## src/rtl/spi_instruction_receiver.sv

```systemverilog
`timescale 1ns/1ps
// Raspberry Pi SPI (mode 0) instruction receiver. The SPI pins are oversampled in
// the clk domain and fixed-length frames are queued for the accelerator core.
module spi_instruction_receiver #(
    parameter int N     = 80,
    parameter int DEPTH = 4,
    parameter int SYNC  = 2
) (
    input  logic                       clk,
    input  logic                       reset,
    input  logic                       RPiclk,
    input  logic                       MOSI,
    input  logic                       cs1,
    output logic [N-1:0]               inst_data,
    output logic                       inst_valid,
    input  logic                       inst_ready,
    output logic [$clog2(DEPTH+1)-1:0] fifo_count,
    output logic                       busy,
    output logic                       frame_len_err,
    output logic                       overflow,
    input  logic                       clear_err
);

    // state  | meaning
    // ARM    | wait for the sync chain to refill after reset and cs1 to be high
    // IDLE   | wait for cs1 falling edge
    // SHIFT  | shifting bits on sclk rising edges until cs1 rises
    typedef enum logic [1:0] {ST_ARM, ST_IDLE, ST_SHIFT} state_t;

    localparam int PTR_W  = $clog2(DEPTH);
    localparam int CNT_W  = $clog2(DEPTH + 1);
    localparam int BIT_W  = $clog2(N + 2);
    localparam int WARM_W = $clog2(SYNC + 2);

    logic [SYNC-1:0]   sclk_sync_q, sclk_sync_d;
    logic [SYNC-1:0]   mosi_sync_q, mosi_sync_d;
    logic [SYNC-1:0]   cs_sync_q, cs_sync_d;
    logic              sclk_hist_q, sclk_hist_d;
    logic              cs_hist_q, cs_hist_d;
    logic [WARM_W-1:0] warm_q, warm_d;
    state_t            state_q, state_d;
    logic [N-1:0]      shift_q, shift_d;
    logic [BIT_W-1:0]  bitcnt_q, bitcnt_d;
    logic [N-1:0]      mem_q [DEPTH];
    logic [N-1:0]      mem_d [DEPTH];
    logic [PTR_W-1:0]  wr_ptr_q, wr_ptr_d;
    logic [PTR_W-1:0]  rd_ptr_q, rd_ptr_d;
    logic [CNT_W-1:0]  count_q, count_d;
    logic              len_err_q, len_err_d;
    logic              ovf_q, ovf_d;

    logic sclk_s, mosi_s, cs_s;
    logic sclk_rise, cs_fall, cs_rise;
    logic push, pop, full, len_set, ovf_set;

    assign sclk_s    = sclk_sync_q[SYNC-1];
    assign mosi_s    = mosi_sync_q[SYNC-1];
    assign cs_s      = cs_sync_q[SYNC-1];
    assign sclk_rise = sclk_s & ~sclk_hist_q;
    assign cs_fall   = ~cs_s & cs_hist_q;
    assign cs_rise   = cs_s & ~cs_hist_q;

    assign full = (count_q == CNT_W'(DEPTH));
    assign pop  = inst_valid & inst_ready;

    always_comb begin
        sclk_sync_d = {sclk_sync_q[SYNC-2:0], RPiclk};
        mosi_sync_d = {mosi_sync_q[SYNC-2:0], MOSI};
        cs_sync_d   = {cs_sync_q[SYNC-2:0], cs1};
        sclk_hist_d = sclk_s;
        cs_hist_d   = cs_s;
    end

    always_comb begin
        state_d  = state_q;
        shift_d  = shift_q;
        bitcnt_d = bitcnt_q;
        warm_d   = warm_q;
        push     = 1'b0;
        len_set  = 1'b0;
        ovf_set  = 1'b0;
        if (warm_q != '0) begin
            warm_d = warm_q - WARM_W'(1);
        end
        case (state_q)
            ST_ARM: begin
                // Reset values of the sync chain are not trusted until it has refilled.
                if (warm_q == '0 && cs_s) begin
                    state_d = ST_IDLE;
                end
            end
            ST_IDLE: begin
                if (cs_fall) begin
                    bitcnt_d = '0;
                    state_d  = ST_SHIFT;
                end
            end
            ST_SHIFT: begin
                if (sclk_rise) begin
                    shift_d = {shift_q[N-2:0], mosi_s};
                    if (bitcnt_q != BIT_W'(N + 1)) begin
                        bitcnt_d = bitcnt_q + BIT_W'(1);
                    end
                end
                if (cs_rise) begin
                    state_d = ST_IDLE;
                    if (bitcnt_d == BIT_W'(N)) begin
                        if (!full || pop) begin
                            push = 1'b1;
                        end else begin
                            ovf_set = 1'b1;
                        end
                    end else begin
                        len_set = 1'b1;
                    end
                end
            end
            default: state_d = ST_ARM;
        endcase
    end

    always_comb begin
        mem_d    = mem_q;
        wr_ptr_d = wr_ptr_q;
        rd_ptr_d = rd_ptr_q;
        count_d  = count_q;
        if (push) begin
            mem_d[wr_ptr_q] = shift_d;
            wr_ptr_d        = wr_ptr_q + PTR_W'(1);
        end
        if (pop) begin
            rd_ptr_d = rd_ptr_q + PTR_W'(1);
        end
        case ({push, pop})
            2'b10:   count_d = count_q + CNT_W'(1);
            2'b01:   count_d = count_q - CNT_W'(1);
            default: count_d = count_q;
        endcase
        len_err_d = len_set | (len_err_q & ~clear_err);
        ovf_d     = ovf_set | (ovf_q & ~clear_err);
    end

    always_ff @(posedge clk) begin
        if (reset) begin
            sclk_sync_q <= '0;
            mosi_sync_q <= '0;
            cs_sync_q   <= '1;
            sclk_hist_q <= 1'b0;
            cs_hist_q   <= 1'b1;
            warm_q      <= WARM_W'(SYNC + 1);
            state_q     <= ST_ARM;
            shift_q     <= '0;
            bitcnt_q    <= '0;
            wr_ptr_q    <= '0;
            rd_ptr_q    <= '0;
            count_q     <= '0;
            len_err_q   <= 1'b0;
            ovf_q       <= 1'b0;
        end else begin
            sclk_sync_q <= sclk_sync_d;
            mosi_sync_q <= mosi_sync_d;
            cs_sync_q   <= cs_sync_d;
            sclk_hist_q <= sclk_hist_d;
            cs_hist_q   <= cs_hist_d;
            warm_q      <= warm_d;
            state_q     <= state_d;
            shift_q     <= shift_d;
            bitcnt_q    <= bitcnt_d;
            wr_ptr_q    <= wr_ptr_d;
            rd_ptr_q    <= rd_ptr_d;
            count_q     <= count_d;
            len_err_q   <= len_err_d;
            ovf_q       <= ovf_d;
        end
    end

    // Frame storage needs no reset; it is only visible while inst_valid is high.
    always_ff @(posedge clk) begin
        mem_q <= mem_d;
    end

    assign inst_data     = mem_q[rd_ptr_q];
    assign inst_valid    = (count_q != '0);
    assign fifo_count    = count_q;
    assign busy          = (state_q == ST_SHIFT);
    assign frame_len_err = len_err_q;
    assign overflow      = ovf_q;

endmodule

```

## config.mk

```make
export PLATFORM = sky130hd
export DESIGN_NAME = spi_instruction_receiver
export DESIGN_NICKNAME = d
export VERILOG_FILES = /design/src/rtl/spi_instruction_receiver.sv
export SDC_FILE = /design/constraint.sdc
export NUM_CORES = 1
export LEC_CHECK = 0
export BUFFER_PORTS_ARGS = -buffer_cell sky130_fd_sc_hd__buf_2
export CAP_MARGIN = 20
export CELL_PAD_IN_SITES_DETAIL_PLACEMENT = 2
export CELL_PAD_IN_SITES_GLOBAL_PLACEMENT = 2
export CORE_AREA = 2 2 191 193
export DETAILED_ROUTE_END_ITERATION = 7
export DIE_AREA = 0 0 193 195
export PLACE_DENSITY = 0.84
export SYNTH_ARGS = -nofsm -noshare
export SYNTH_HDL_FRONTEND = slang
export SYNTH_SLANG_ARGS = --single-unit
```

## constraint.sdc

```tcl
create_clock -name clk -period 10.65 [get_ports clk]
set_input_delay 0 -clock clk [delete_from_list [all_inputs] [get_ports clk]]
set_output_delay 0 -clock clk [all_outputs]
set_load 0.03 [all_outputs]
```

==> After elaboration in Yosys (flattened, before gate mapping) <==
Cells that the tools add are included.
{ "word_totals": {"register_bits": 428, "input_bits": 7, "output_inout_bits": 87, "wordCells": 92} }
{ "op_classes": {"add_sub_neg": 6, "magnitude_cmp": 3, "eq_ne": 10, "n_mux": 29, "n_bitwise": 14, "n_reduce_logical": 12} }
{ "ops": {"columns": ["cell", "count"], "rows": [
  ["2-to-1 mux 80 bit", 5],
  ["bitwise mux 320 bit", 1],
  ["binary-select mux 80 bit (select 2 bit)", 1],
  ["demux 80 bit (select 2 bit)", 1],
  ["2-to-1 mux 7 bit", 4],
  ["case mux 7 bit (2 select lines)", 1],
  ["2-to-1 mux 1 bit", 11],
  ["adder 7 x 1 -> 7 bit, second input constant", 1],
  ["equality test 7 bit, second input constant", 1],
  ["inequality test 7 bit, second input constant", 1],
  ["AND 1 bit", 6],
  ["greater-or-equal comparator 3 bit, second input constant", 2],
  ["2-to-1 mux 2 bit", 3],
  ["NOT 2 -> 3 bit", 2],
  ["case mux 2 bit (3 select lines)", 1],
  ["case mux 3 bit (2 select lines)", 1],
  ["nonzero test 2 bit", 3],
  ["adder 2 x 1 -> 2 bit, second input constant", 2],
  ["equality test 2 x 1 -> 1 bit, second input constant", 2],
  ["equality test 2 bit, second input constant", 2],
  ["logical NOT 2 bit", 2],
  ["inequality test 2 bit, second input constant", 2],
  ["NOT 1 bit", 4],
  ["adder 3 x 1 -> 3 bit, second input constant", 1],
  ["other kinds (12)", 14]
]} }

==> Logic depth before layout (Yosys ltp) <==
Gate-level depths: netlist of the first run.
{ "depth": {"ltp_word": 10, "depth_mapped": 13, "depth_no_buf": 13} }

==> Worst setup path after synthesis of the first run <==
Ideal clock, no wire load.
{ "synth_timing": {"kind": "reg2reg", "startpoint": "reg bitcnt_q[3]", "endpoint": "reg mem_q[0] in the netlist's numbering, enable pin", "setup_ns": 0.616, "arrival_ns": 7.140, "required_time_ns": 10.034, "path_slack_ns": 2.894, "path_stages_with_launch": 6, "path_buffers": 1, "cell_sequence": "dfxtp_1 -> buf_6 -> or4b_4 -> or3_4 -> a211o_2 -> nor3_1"} }
{ "synth_via": {"elab_chain_cells": 8} }
{ "synth_rtl": {"columns": ["element", "line_no", "text"], "rows": [
  ["from (decl)", "43", "logic [BIT_W-1:0] bitcnt_q, bitcnt_d;"],
  ["from (signal assigned)", "168", "bitcnt_q <= bitcnt_d;"],
  ["adder 7 x 1 -> 7 bit / inequality test 7 bit (equally long branches)", "102, 101", null],
  ["2-to-1 mux 7 bit", "101", "if (bitcnt_q != BIT_W'(N + 1)) begin"],
  ["2-to-1 mux 7 bit (*)", "99", "if (sclk_rise) begin"],
  ["2-to-1 mux 7 bit (*)", "85", "case (state_q)"],
  ["equality test 7 bit (*)", "107", "if (bitcnt_d == BIT_W'(N)) begin"],
  ["2-to-1 mux 1 bit (*)", "107", null],
  ["2-to-1 mux 1 bit (*)", "105", "if (cs_rise) begin"],
  ["2-to-1 mux 1 bit (*)", "85", null],
  ["to (signal assigned)", "179", "mem_q <= mem_d;"],
  ["to (decl)", "44", "logic [N-1:0] mem_q [DEPTH];"]
]} }
Mark *: on every way between the ends. The rest lies on a longest branch, timed or not. The select of a mux whose other input is x is not followed.
A chain may end at the register's enable or synchronous reset.

==> Worst setup path in the final report of the first run <==
{ "layout_timing": {"startpoint": "reg bitcnt_q[2]", "endpoint": "reg count_q[2], in the netlist fifo_count[2]"} }
{ "layout_via": {"elab_chain_cells": 10} }
{ "layout_rtl": {"columns": ["element", "line_no", "text"], "rows": [
  ["adder 7 x 1 -> 7 bit / inequality test 7 bit (equally long branches)", "102, 101", null],
  ["2-to-1 mux 7 bit", "101", null],
  ["2-to-1 mux 7 bit (*)", "99", null],
  ["2-to-1 mux 7 bit (*)", "85", null],
  ["equality test 7 bit (*)", "107", null],
  ["2-to-1 mux 1 bit (*)", "107", null],
  ["2-to-1 mux 1 bit (*)", "105", null],
  ["2-to-1 mux 1 bit (*)", "85", null],
  ["equality test 2 x 1 -> 1 bit / equality test 2 bit (equally long branches)", "134", "case ({push, pop})"],
  ["case mux 3 bit (2 select lines) / nonzero test 2 bit (equally long branches)", null, null],
  ["to (signal assigned)", "171", "count_q <= count_d;"],
  ["to (decl)", "48", "logic [CNT_W-1:0] count_q, count_d;"]
]} }
Marks and branches as above.

==> results of run 1 <==
==> placed cells by master, fill, tap and decap left out, drive strengths merged, types with 10 or more instances in the layout <==
cell / netlist / final
edfxtp: 320 / 320
dfxtp: 108 / 108
buf: 12 / 107
nor2b: 86 / 86
mux2: 81 / 81
mux4: 80 / 80
clkbuf: 30 / 62
nor2: 22 / 22
clkinv: 0 / 18
a21oi: 15 / 15
inv: 14 / 15
nand2: 10 / 10
==> flip-flops by register name, summed over array words and instances (netlist names), 2 cells and up <==
name,count
shift_q,80
fifo_count,3
wr_ptr_q,2
mem_q,320
sclk_sync_q,2
bitcnt_q,7
cs_sync_q,2
mosi_sync_q,2
warm_q,2
state_q,2
rd_ptr_q,2
==> cell type report <==
type | instances | area share [%]
clock buffer | 62 | 6.72
clock inverter | 19 | 0.573
inverter | 14 | 0.283
multi-input combinational | 369 | 22.2
sequential | 428 | 63.4
tap | 461 | 3.11
timing repair buffer | 114 | 3.68
==> metal layers <==
layer  up-vias  wire length, um
li1       3534                -
met2       163            18700
met3        46             1510
met4         0              575
met1      4198            15300
met5         -                0
==> what timing repair did <==
action                    CTS  global route
hold endpoints to repair   23             0
resized for setup           0             0
hold buffers                7             0
==> critical path, cell delays in order, from the launching register on <==
cell	delay, ns
dfxtp_1	0.41
or4b_4	0.61
o21bai_4	0.19
mux2i_1	0.39
a211o_2	0.29
or2_1	0.14
ha_1	0.19
inv_1	0.07
fa_1	0.38
xor2_1	0.16
or3_1	0.31
a21oi_1	0.16
==> cells by family (layout without fill, tap and decap cells) <==
family / Yosys count / after routing / share of synthesized area, %
fa+ha+maj: 9 / 9 / 0.746
buf+inv: 57 / 209 / 1.47
compound gates: 33 / 33 / 1.49
xor+xnor: 7 / 7 / 0.381
flops: 428 / 428 / 73.1
simple gates: 156 / 156 / 5.78
mux: 164 / 164 / 17.1
==> stage by stage <==
step / hold slack, ns / instances / setup WS (ns) / area, sq um
finish: 0.196 / 1467 / 7.25 / 18600
global route: 0.180 / 1467 / 6.99 / 18600
CTS: 0.154 / 1465 / 7.24 / 18500
detailed placement: 0.187 / 1377 / 7.27 / 17100
global placement: 0.185 / 1377 / 7.41 / 17100
floorplan: 0.104 / 854 / 2.89 / 16100
==> worst paths after layout <==
| path | slack, ns | end | depth (start not counted) |
|---|---|---|---|
| worst max-delay path | 7.25 | fifo_count[2] | 11 |
| worst min-delay path | 0.20 | cs_sync_q[0] | 3 |
| worst max register to register | 7.25 | fifo_count[2] | 11 |
| worst min register to register | 0.41 | cs_sync_q[1] | 1 |
==> where the power goes <==
group	switching [mW]	total [mW]	internal (mW)
Combinational	0.0137	0.0218	0.00810
Sequential	0.00157	1.77	1.77
Clock	0.621	1.44	0.819
==> results.py, run 1 <==
metrics = {
    "setup_path": {
        "worstSetupPathType": "reg2reg",
        "worstPathMaxFanout": 12,
        "startpoint": "bitcnt_q[2]",
        "worstPathArrival_ns": 3.85,
        "endpoint_kind": "register",
        "timing.rr.start": "bitcnt_q[2]",
        "critical_path_required_ns": 11.11,
        "start_kind": "register",
    },
    "synthesis": {
        "synth_common_cells": "edfxtp_1 (320), dfxtp_1 (108), nor2b_1 (86), mux2_2 (80), mux4_2 (80)",
        "yosys_warnings": 0,
        "synth.net_count": 870,
        "synth.cell_area_sq_mm": 0.0161,
        "synthArstFlopShare_pct": 0,
        "synth-main-ff-cell": "edfxtp_1",
        "synthCells": 854,
        "synth_edf_count": 320,
        "synth-seq-area-share_pct": 73.1,
        "yosysMostFrequentCell": "edfxtp_1",
        "synthTopCellsByArea": "edfxtp_1 (60%), dfxtp_1 (13%), mux4_2 (11%)",
        "synth_top_area_cell": "edfxtp_1",
        "avgSynthCellArea_sq_um": 18.9,
        "synth_seq_cells": 428,
        "synth_top_area_share_pct": 59.7,
        "synth.distinct_cells": 53,
    },
    "clock_network": {
        "clk_latency_ns": 0.53,
        "clk_path_buf_depth": 3,
        "cts_buffers": 44,
        "cts.sink_count": 428,
        "path_clk_slew_ns": 0.06,
        "cts_setup_buffers": 0,
        "htreeDepth": 2,
        "root_buffer": "clkbuf_16",
        "cts_tree": "done",
    },
    "cells_and_area": {
        "multi_input_area_sq_mm": 0.00413,
        "syn_to_final_growth_pct": 15.3,
        "n_antenna_cell": 0,
        "drive_gt1_share_pct": 35.8,
        "nNetsFinal": 987,
        "seq_area_sq_mm": 0.0118,
        "fin_util_pct": 52.5,
        "fillers": 3108,
    },
    "timing": {
        "clock.fmax_mhz": 295,
        "slew_violations": 0,
        "finalClockSkew_ns": 0.0126,
        "fin_crit_sh_pct": 31.9,
        "rsz0062_at_grt": "false",
        "slew_headroom_pct": 40.1,
        "worst_pin_slew_ns": 0.898,
        "setup_violations": 0,
        "setup_tns_ns": 0,
        "final_hold_viol_count": 0,
        "finalCriticalPeriod_ns": 3.40,
    },
    "detailed_routing": {
        "wirelength_mm": 36.1,
        "vias": 7941,
        "first_pass_iters": 4,
        "ant_nets": 0,
        "drt-wirelength-per-cell_um": 24.6,
        "drc": 0,
        "via_per_inst": 5.41,
        "drtIter0Drc": 413,
    },
    "floorplanning": {
        "die_h_um": 195,
        "core-area_sq_mm": 0.0354,
        "start_util_pct": 45.5,
        "dieWidth_um": 193,
        "io_pins": 94,
        "row_count": 69,
        "die_area_sq_mm": 0.0376,
    },
    "grt": {
        "grt.met3_usage_pct": 3.36,
        "grt_max_degree": 81,
        "grt-busiest-layer": "met2",
        "grt_pass1_vias": 8855,
        "use_met2_pct": 34.4,
        "grt_pass1_wl_mm": 56.0,
        "grt_usage_pct": 19.7,
        "antenna_found_initial": 0,
        "gr-total-overflow": 0,
        "grt_use_met1_pct": 26.0,
    },
    "min_path": {
        "min-delay-path-class": "in2reg",
        "min-delay-start": "cs1",
    },
    "pwr": {
        "power_density_mw_per_mm2": 174,
        "max-vdd-ir-drop_uv": 169,
        "power_leakage_nw": 6.66,
        "fin_total_pwr_mw": 3.23,
    },
    "placement": {
        "place_congestion": 0.704,
        "portBuffers": 93,
        "hpwlAfterDp_mm": 21.3,
    },
    "run": {
        "cap_viol_max_count": 0,
    },
    "outcome": {
        "outcome": "complete, no violations",
    },
}
(Power assumes the default switching activity.)
==> run 2: changes to the inputs <==
Settings changed: ABC_AREA from default to 1, CORE_AREA 2 2 191 193 to 2 2 205 207, DIE_AREA 0 0 193 195 to 0 0 207 209, PLACE_DENSITY 0.84 to 0.86.
Clock period 10.65 ns to 3.4 ns, I/O delays scaled along.
==> results.py, run 2 <==
metrics = {
    "outcome": {
        "outcome": "complete, no violations",
    },
    "clock_network": {
        "clk_path_buf_depth": 3,
        "hold_buffers": 6,
        "root_buffer": "clkbuf_16",
        "cts.sink_count": 428,
        "cts_setup_buffers": 0,
        "post_cts_resized": 0,
        "cts_tree": "done",
        "cts_buffers": 46,
        "clk_latency_ns": 0.58,
        "htreeDepth": 2,
        "path_clk_slew_ns": 0.06,
    },
    "floorplanning": {
        "start_util_pct": 40.3,
        "dieWidth_um": 207,
        "die_area_sq_mm": 0.0433,
        "die_h_um": 209,
        "core-area_sq_mm": 0.0413,
        "row_count": 75,
        "io_pins": 94,
    },
    "timing": {
        "final_hold_viol_count": 0,
        "slew_violations": 0,
        "clock.fmax_mhz": 356,
        "whs_ns": 0.0167,
        "worst_slack_ns": 0.593,
        "finalCriticalPeriod_ns": 2.81,
        "rsz0062_at_grt": "false",
        "fin_crit_sh_pct": 82.6,
        "slew_headroom_pct": 32.2,
        "worst_pin_slew_ns": 1.02,
        "finalClockSkew_ns": 0.0219,
        "setup_violations": 0,
    },
    "synthesis": {
        "synth.net_count": 1515,
        "synth_seq_cells": 428,
        "synthTopCellsByArea": "edfxtp_1 (58%), dfxtp_1 (13%), o21ai_0 (6.8%)",
        "avgSynthCellArea_sq_um": 11.1,
        "synth_top_area_share_pct": 57.8,
        "synthCells": 1499,
        "synth.cell_area_sq_mm": 0.0166,
        "synth-seq-area-share_pct": 70.7,
        "synth_common_cells": "edfxtp_1 (320), nor2_1 (265), o21ai_0 (227), inv_1 (200), nand2_1 (126)",
        "synth-main-ff-cell": "edfxtp_1",
        "yosys_warnings": 0,
        "synthArstFlopShare_pct": 0,
        "synth.distinct_cells": 29,
        "yosysMostFrequentCell": "edfxtp_1",
        "synth_edf_count": 320,
        "synth_top_area_cell": "edfxtp_1",
    },
    "setup_path": {
        "crit_chain": "ha_1, nand2_1, nor2_1, nand2_1, nand2_1, nand2_2, nand2_4, nor2_8, nand3_4, ha_1, inv_1, fa_1, a21oi_1, o21ai_0, o21ai_0, a21oi_1",
        "r2r_slack_ns": 0.59,
        "worstSetupPathType": "reg2reg",
        "cpMostUsedCell": "nand2_1",
        "start_kind": "register",
        "r2r_end": "fifo_count[2]",
        "endpoint_kind": "register",
        "critical-path-max-stage-delay_ns": 0.42,
        "timing.rr.start": "bitcnt_q[0]",
        "crit_slowest_cell": "dfxtp_1",
        "critical_path_required_ns": 3.86,
        "worstPathArrival_ns": 3.26,
        "worstPathMaxFanout": 7,
        "reg2reg_depth": 16,
    },
    "cells_and_area": {
        "drive_gt1_share_pct": 13.2,
        "largest_reg_flops": 320,
        "most-common-layout-cells": "edfxtp_1 (320), nor2_1 (261), o21ai_0 (227)",
        "n_antenna_cell": 0,
        "reg_top3": "mem_q (320), shift_q (80), bitcnt_q (7)",
        "layout_commonest_cell": "edfxtp_1",
        "syn_to_final_growth_pct": 15.8,
        "top_register": "mem_q",
        "nNetsFinal": 1597,
    },
    "run": {
        "cap_viol_max_count": 0,
    },
    "detailed_routing": {
        "ant_nets": 0,
        "drt-wirelength-per-cell_um": 23.2,
        "drc": 0,
        "first_pass_iters": 4,
        "via_per_inst": 5.34,
        "vias": 11520,
        "drtIter0Drc": 641,
        "wirelength_mm": 50.0,
    },
    "grt": {
        "grt_pass1_wl_mm": 77.2,
        "grt_pass1_vias": 13286,
        "antenna_found_initial": 0,
        "gr-total-overflow": 0,
        "grt_max_degree": 162,
        "grt_usage_pct": 23.1,
    },
    "min_path": {
        "hold_path_depth": 2,
        "min-delay-start": "reset",
        "min-delay-path-class": "in2reg",
        "whs_endpoint": "shift_q[6]",
    },
    "pwr": {
        "power_leakage_nw": 7.95,
        "max-vdd-ir-drop_uv": 397,
        "power_density_mw_per_mm2": 563,
    },
    "placement": {
        "place_congestion": 0.714,
        "hpwlAfterDp_mm": 27.7,
        "portBuffers": 93,
        "pre_cts_slack_ns": 0.599,
    },
}
run 2: cell types whose count changed after synthesis, sizes merged, moves of 13 or more:
| cell | change |
|---|---|
| buf | +13 |
| clkbuf | +27 |
| inv | +190 |
| mux2 | -81 |
| mux4 | -80 |
| nand2 | +124 |
| nand3 | +16 |
| nor2 | +248 |
| nor2b | -86 |
| o21ai | +239 |
| o22ai | +79 |
run 2: logic make-up after synthesis:
group | after synthesis | share of synthesized area [%]
adders and majority gates | 9 | 0.722
AOI/OAI and AO/OA | 346 | 11.1
buffers and inverters | 287 | 6.94
DFF | 428 | 70.7
and+or+nand+nor | 429 | 10.5
run 2: where the power goes:
| part | leakage [nW] | internal (mW) | total (mW) | switching [mW] |
|---|---|---|---|---|
| sequential | 3.84 | 5.57 | 5.58 | 0.0112 |
| clock | 0.751 | 3.01 | 5.14 | 2.13 |
| combinational | 3.35 | 0.0332 | 0.123 | 0.0901 |
run 2: worst max path at each step:
stage	from	end	slack, ns	depth (start not counted)
detailed placement	bitcnt_q[0]	fifo_count[2]	0.60	16
global route	bitcnt_q[0]	fifo_count[2]	0.34	16
CTS	bitcnt_q[0]	fifo_count[2]	0.57	16
global placement	bitcnt_q[0]	fifo_count[2]	0.78	16
floorplan	fifo_count[1]	mem_q[0]	-0.63	6
finish	bitcnt_q[0]	fifo_count[2]	0.59	16
run 2: layout make-up:
type / count / area, sq um
Clock inverter: 24 / 254
Inverter: 205 / 772
Tap cell: 539 / 674
Fill cell: 4162 / 22000
Sequential cell: 428 / 11800
Multi-Input combinational cell: 784 / 3750
Clock buffer: 61 / 1270
Timing Repair Buffer: 116 / 768
run 2: layer usage:
| metal | vias up | wire, um | track usage [%] |
|---|---|---|---|
| met3 | 112 | 1660 | 3.79 |
| met2 | 223 | 26900 | 43.5 |
| met5 | - | 0 | 0 |
| li1 | 5221 | - | - |
| met1 | 5964 | 19700 | 26.1 |
| met4 | 0 | 1650 | 8.62 |
run 2: stage by stage:
step	instance area [sq um]	std cells	setup TNS, ns	utilization [%]	power, mW
6_report	19300	2157	0	46.6	10.8
2_1_floorplan	16600	1499	-201.97	-	5.77
3_5_place_dp	17700	2066	0	42.8	5.81
4_1_cts	19300	2157	0	46.6	10.9
5_1_grt	19300	2157	0	46.6	11.1
3_3_place_gp	17700	2066	0	42.8	5.80
run 2: critical path, delay by kind of cell (launching register included):
family / cells / cell delay, ns
DFF: 1 / 0.42
buffers and inverters: 1 / 0.07
AOI/OAI and AO/OA: 4 / 0.53
adders and majority gates: 3 / 0.80
and+or+nand+nor: 8 / 0.86
==> run 3: changes to the inputs <==
Settings changed: CORE_AREA 2 2 205 207 to 2 2 216 218, DIE_AREA 0 0 207 209 to 0 0 218 220, PLACE_DENSITY 0.86 to 0.82.
Clock period 3.4 ns to 2.28 ns, I/O delays scaled along.
==> results.py, run 3 (synthesis gave the netlist of run 2 again) <==
metrics = {
    "outcome": {
        "outcome": "finished with violations",
        "violations": "setup timing",
    },
    "pwr": {
        "power_leakage_nw": 8.70,
        "power_density_mw_per_mm2": 782,
        "max-vdd-ir-drop_uv": 527,
        "fin_total_pwr_mw": 16.5,
    },
    "setup_path": {
        "r2r_end": "mem_q[30]",
        "startpoint": "cs_sync_q[1]",
        "endpoint_kind": "register",
        "worstSetupPathType": "reg2reg",
        "worstPathMaxFanout": 8,
        "worstPathArrival_ns": 2.85,
        "worstSetupEndpoint": "mem_q[30]",
        "critical_path_required_ns": 2.58,
        "r2r_slack_ns": -0.27,
        "start_kind": "register",
        "reg2reg_depth": 12,
        "timing.rr.start": "cs_sync_q[1]",
    },
    "clock_network": {
        "clk_latency_ns": 0.62,
        "path_clk_slew_ns": 0.06,
        "cts_buffers": 47,
        "root_buffer": "clkbuf_16",
        "htreeDepth": 2,
        "cts_tree": "done",
        "clk_path_buf_depth": 3,
        "cts.sink_count": 428,
    },
    "detailed_routing": {
        "drc": 0,
        "vias": 12774,
        "drt-wirelength-per-cell_um": 29.2,
        "drtIter0Drc": 995,
        "via_per_inst": 5.51,
        "ant_nets": 0,
        "first_pass_iters": 5,
        "wirelength_mm": 67.7,
    },
    "min_path": {
        "min-delay-start": "RPiclk",
        "hold_path_depth": 4,
        "min-delay-path-class": "in2reg",
    },
    "grt": {
        "grt_pass1_vias": 13446,
        "grt_usage_pct": 23.1,
        "gr-total-overflow": 0,
        "grt_pass1_wl_mm": 83.2,
        "grt_max_degree": 71,
        "antenna_found_initial": 0,
    },
    "timing": {
        "worst_slack_ns": -0.271,
        "rsz0062_at_grt": "true",
        "worst_pin_slew_ns": 0.482,
        "clock.fmax_mhz": 392,
        "final_hold_viol_count": 0,
        "fin_crit_sh_pct": 112,
        "whs_ns": 0.155,
        "slew_violations": 0,
        "setup_violations": 329,
        "finalClockSkew_ns": 0.0363,
        "slew_headroom_pct": 67.5,
        "finalCriticalPeriod_ns": 2.55,
    },
    "cells_and_area": {
        "stdcell_count": 2320,
        "n_antenna_cell": 0,
        "reg_top3": "mem_q (320), shift_q (80), bitcnt_q (7)",
        "top_register": "mem_q",
        "most-common-layout-cells": "edfxtp_1 (320), nor2_1 (253), o21ai_0 (225)",
        "syn_to_final_growth_pct": 27.1,
        "largest_reg_flops": 320,
        "layout_commonest_cell": "edfxtp_1",
        "fillers": 4558,
        "fin_area_sq_mm": 0.0212,
        "nNetsFinal": 1690,
        "fin_util_pct": 46.1,
        "drive_gt1_share_pct": 20.3,
    },
    "floorplanning": {
        "die_h_um": 220,
        "dieWidth_um": 218,
        "core-area_sq_mm": 0.0459,
        "die_area_sq_mm": 0.0480,
        "start_util_pct": 36.3,
        "io_pins": 94,
        "row_count": 79,
    },
    "placement": {
        "portBuffers": 93,
        "place_congestion": 0.769,
        "placed_area_sq_mm": 0.0183,
        "dp.cells": 2170,
        "hpwlAfterDp_mm": 33.5,
    },
    "run": {
        "cap_viol_max_count": 0,
    },
}
## run 3: cell types whose count changed in the layout (fill, tap and decap cells not counted), moves of 8 or more
cell	change
buf_4	+22
dfxtp_1	-9
nor2_1	-8
buf_6	+11
nand2_1	-10
buf_12	+25
buf_8	+11
clkbuf_16	+19
clkinv_2	-8
clkbuf_1	+9
## run 3: how the worst min path moves through the flow
stage                          end  slack (ns)
floorplan             cs_sync_q[0]        0.10
global placement      cs_sync_q[0]        0.19
detailed placement    cs_sync_q[0]        0.20
CTS                   cs_sync_q[0]        0.13
global route          cs_sync_q[0]        0.18
finish              sclk_sync_q[0]        0.15
## run 3: worst max-delay path, stage by stage, from the launching register on
cell and delay [ns]:
dfxtp_1 0.36, inv_1 0.12, nor2_1 0.18, inv_1 0.11, nor2_2 0.14, inv_1 0.11, a31oi_4 0.23, nand3_4 0.14
buf_8 0.17, nor2_4 0.21, buf_12 0.20, buf_12 0.13, buf_12 0.13
## run 3: layer usage
| metal | part of all wire [%] | global-route usage (%) |
|---|---|---|
| met5 | 0 | 0 |
| met4 | 5.3 | 11.1 |
| met3 | 4.3 | 3.16 |
| met2 | 52 | 42.3 |
| met1 | 39 | 26.5 |
## run 3: cell type report
cell class | instances | area, sq um | share of cell area [%]
Sequential cell | 428 | 11800 | 55.8
Multi-Input combinational cell | 784 | 3990 | 18.9
Timing Repair Buffer | 208 | 2290 | 10.8
Clock buffer | 73 | 1360 | 6.41
Inverter | 205 | 785 | 3.71
Tap cell | 607 | 759 | 3.59
Clock inverter | 15 | 170 | 0.804
## run 3: per-stage QoR
| step | setup WS (ns) | setup TNS, ns |
|---|---|---|
| 2_1_floorplan | -0.632 | -196.76 |
| 3_3_place_gp | -0.0957 | -1.29 |
| 3_5_place_dp | -0.345 | -19.23 |
| 4_1_cts | -0.0716 | -1.44 |
| 5_1_grt | -0.406 | -89.36 |
| 6_report | -0.271 | -45.69 |
## run 3: report_power, final
part           total, mW  internal [mW]  switching (mW)  leakage, nW
Sequential          8.32           8.30          0.0229         3.85
Combinational      0.234         0.0647           0.169         4.12
Clock               7.99           4.45            3.54        0.736
Total               16.5           12.8            3.73         8.70
## run 3: what timing repair did
item,4_1_cts,5_1_grt
gates cloned,2,27
buffers inserted,8,20
gates resized for setup,38,65
endpoints found under the setup margin,331,328
pin swaps,15,14
hold endpoints to repair,33,0
hold buffers,7,0
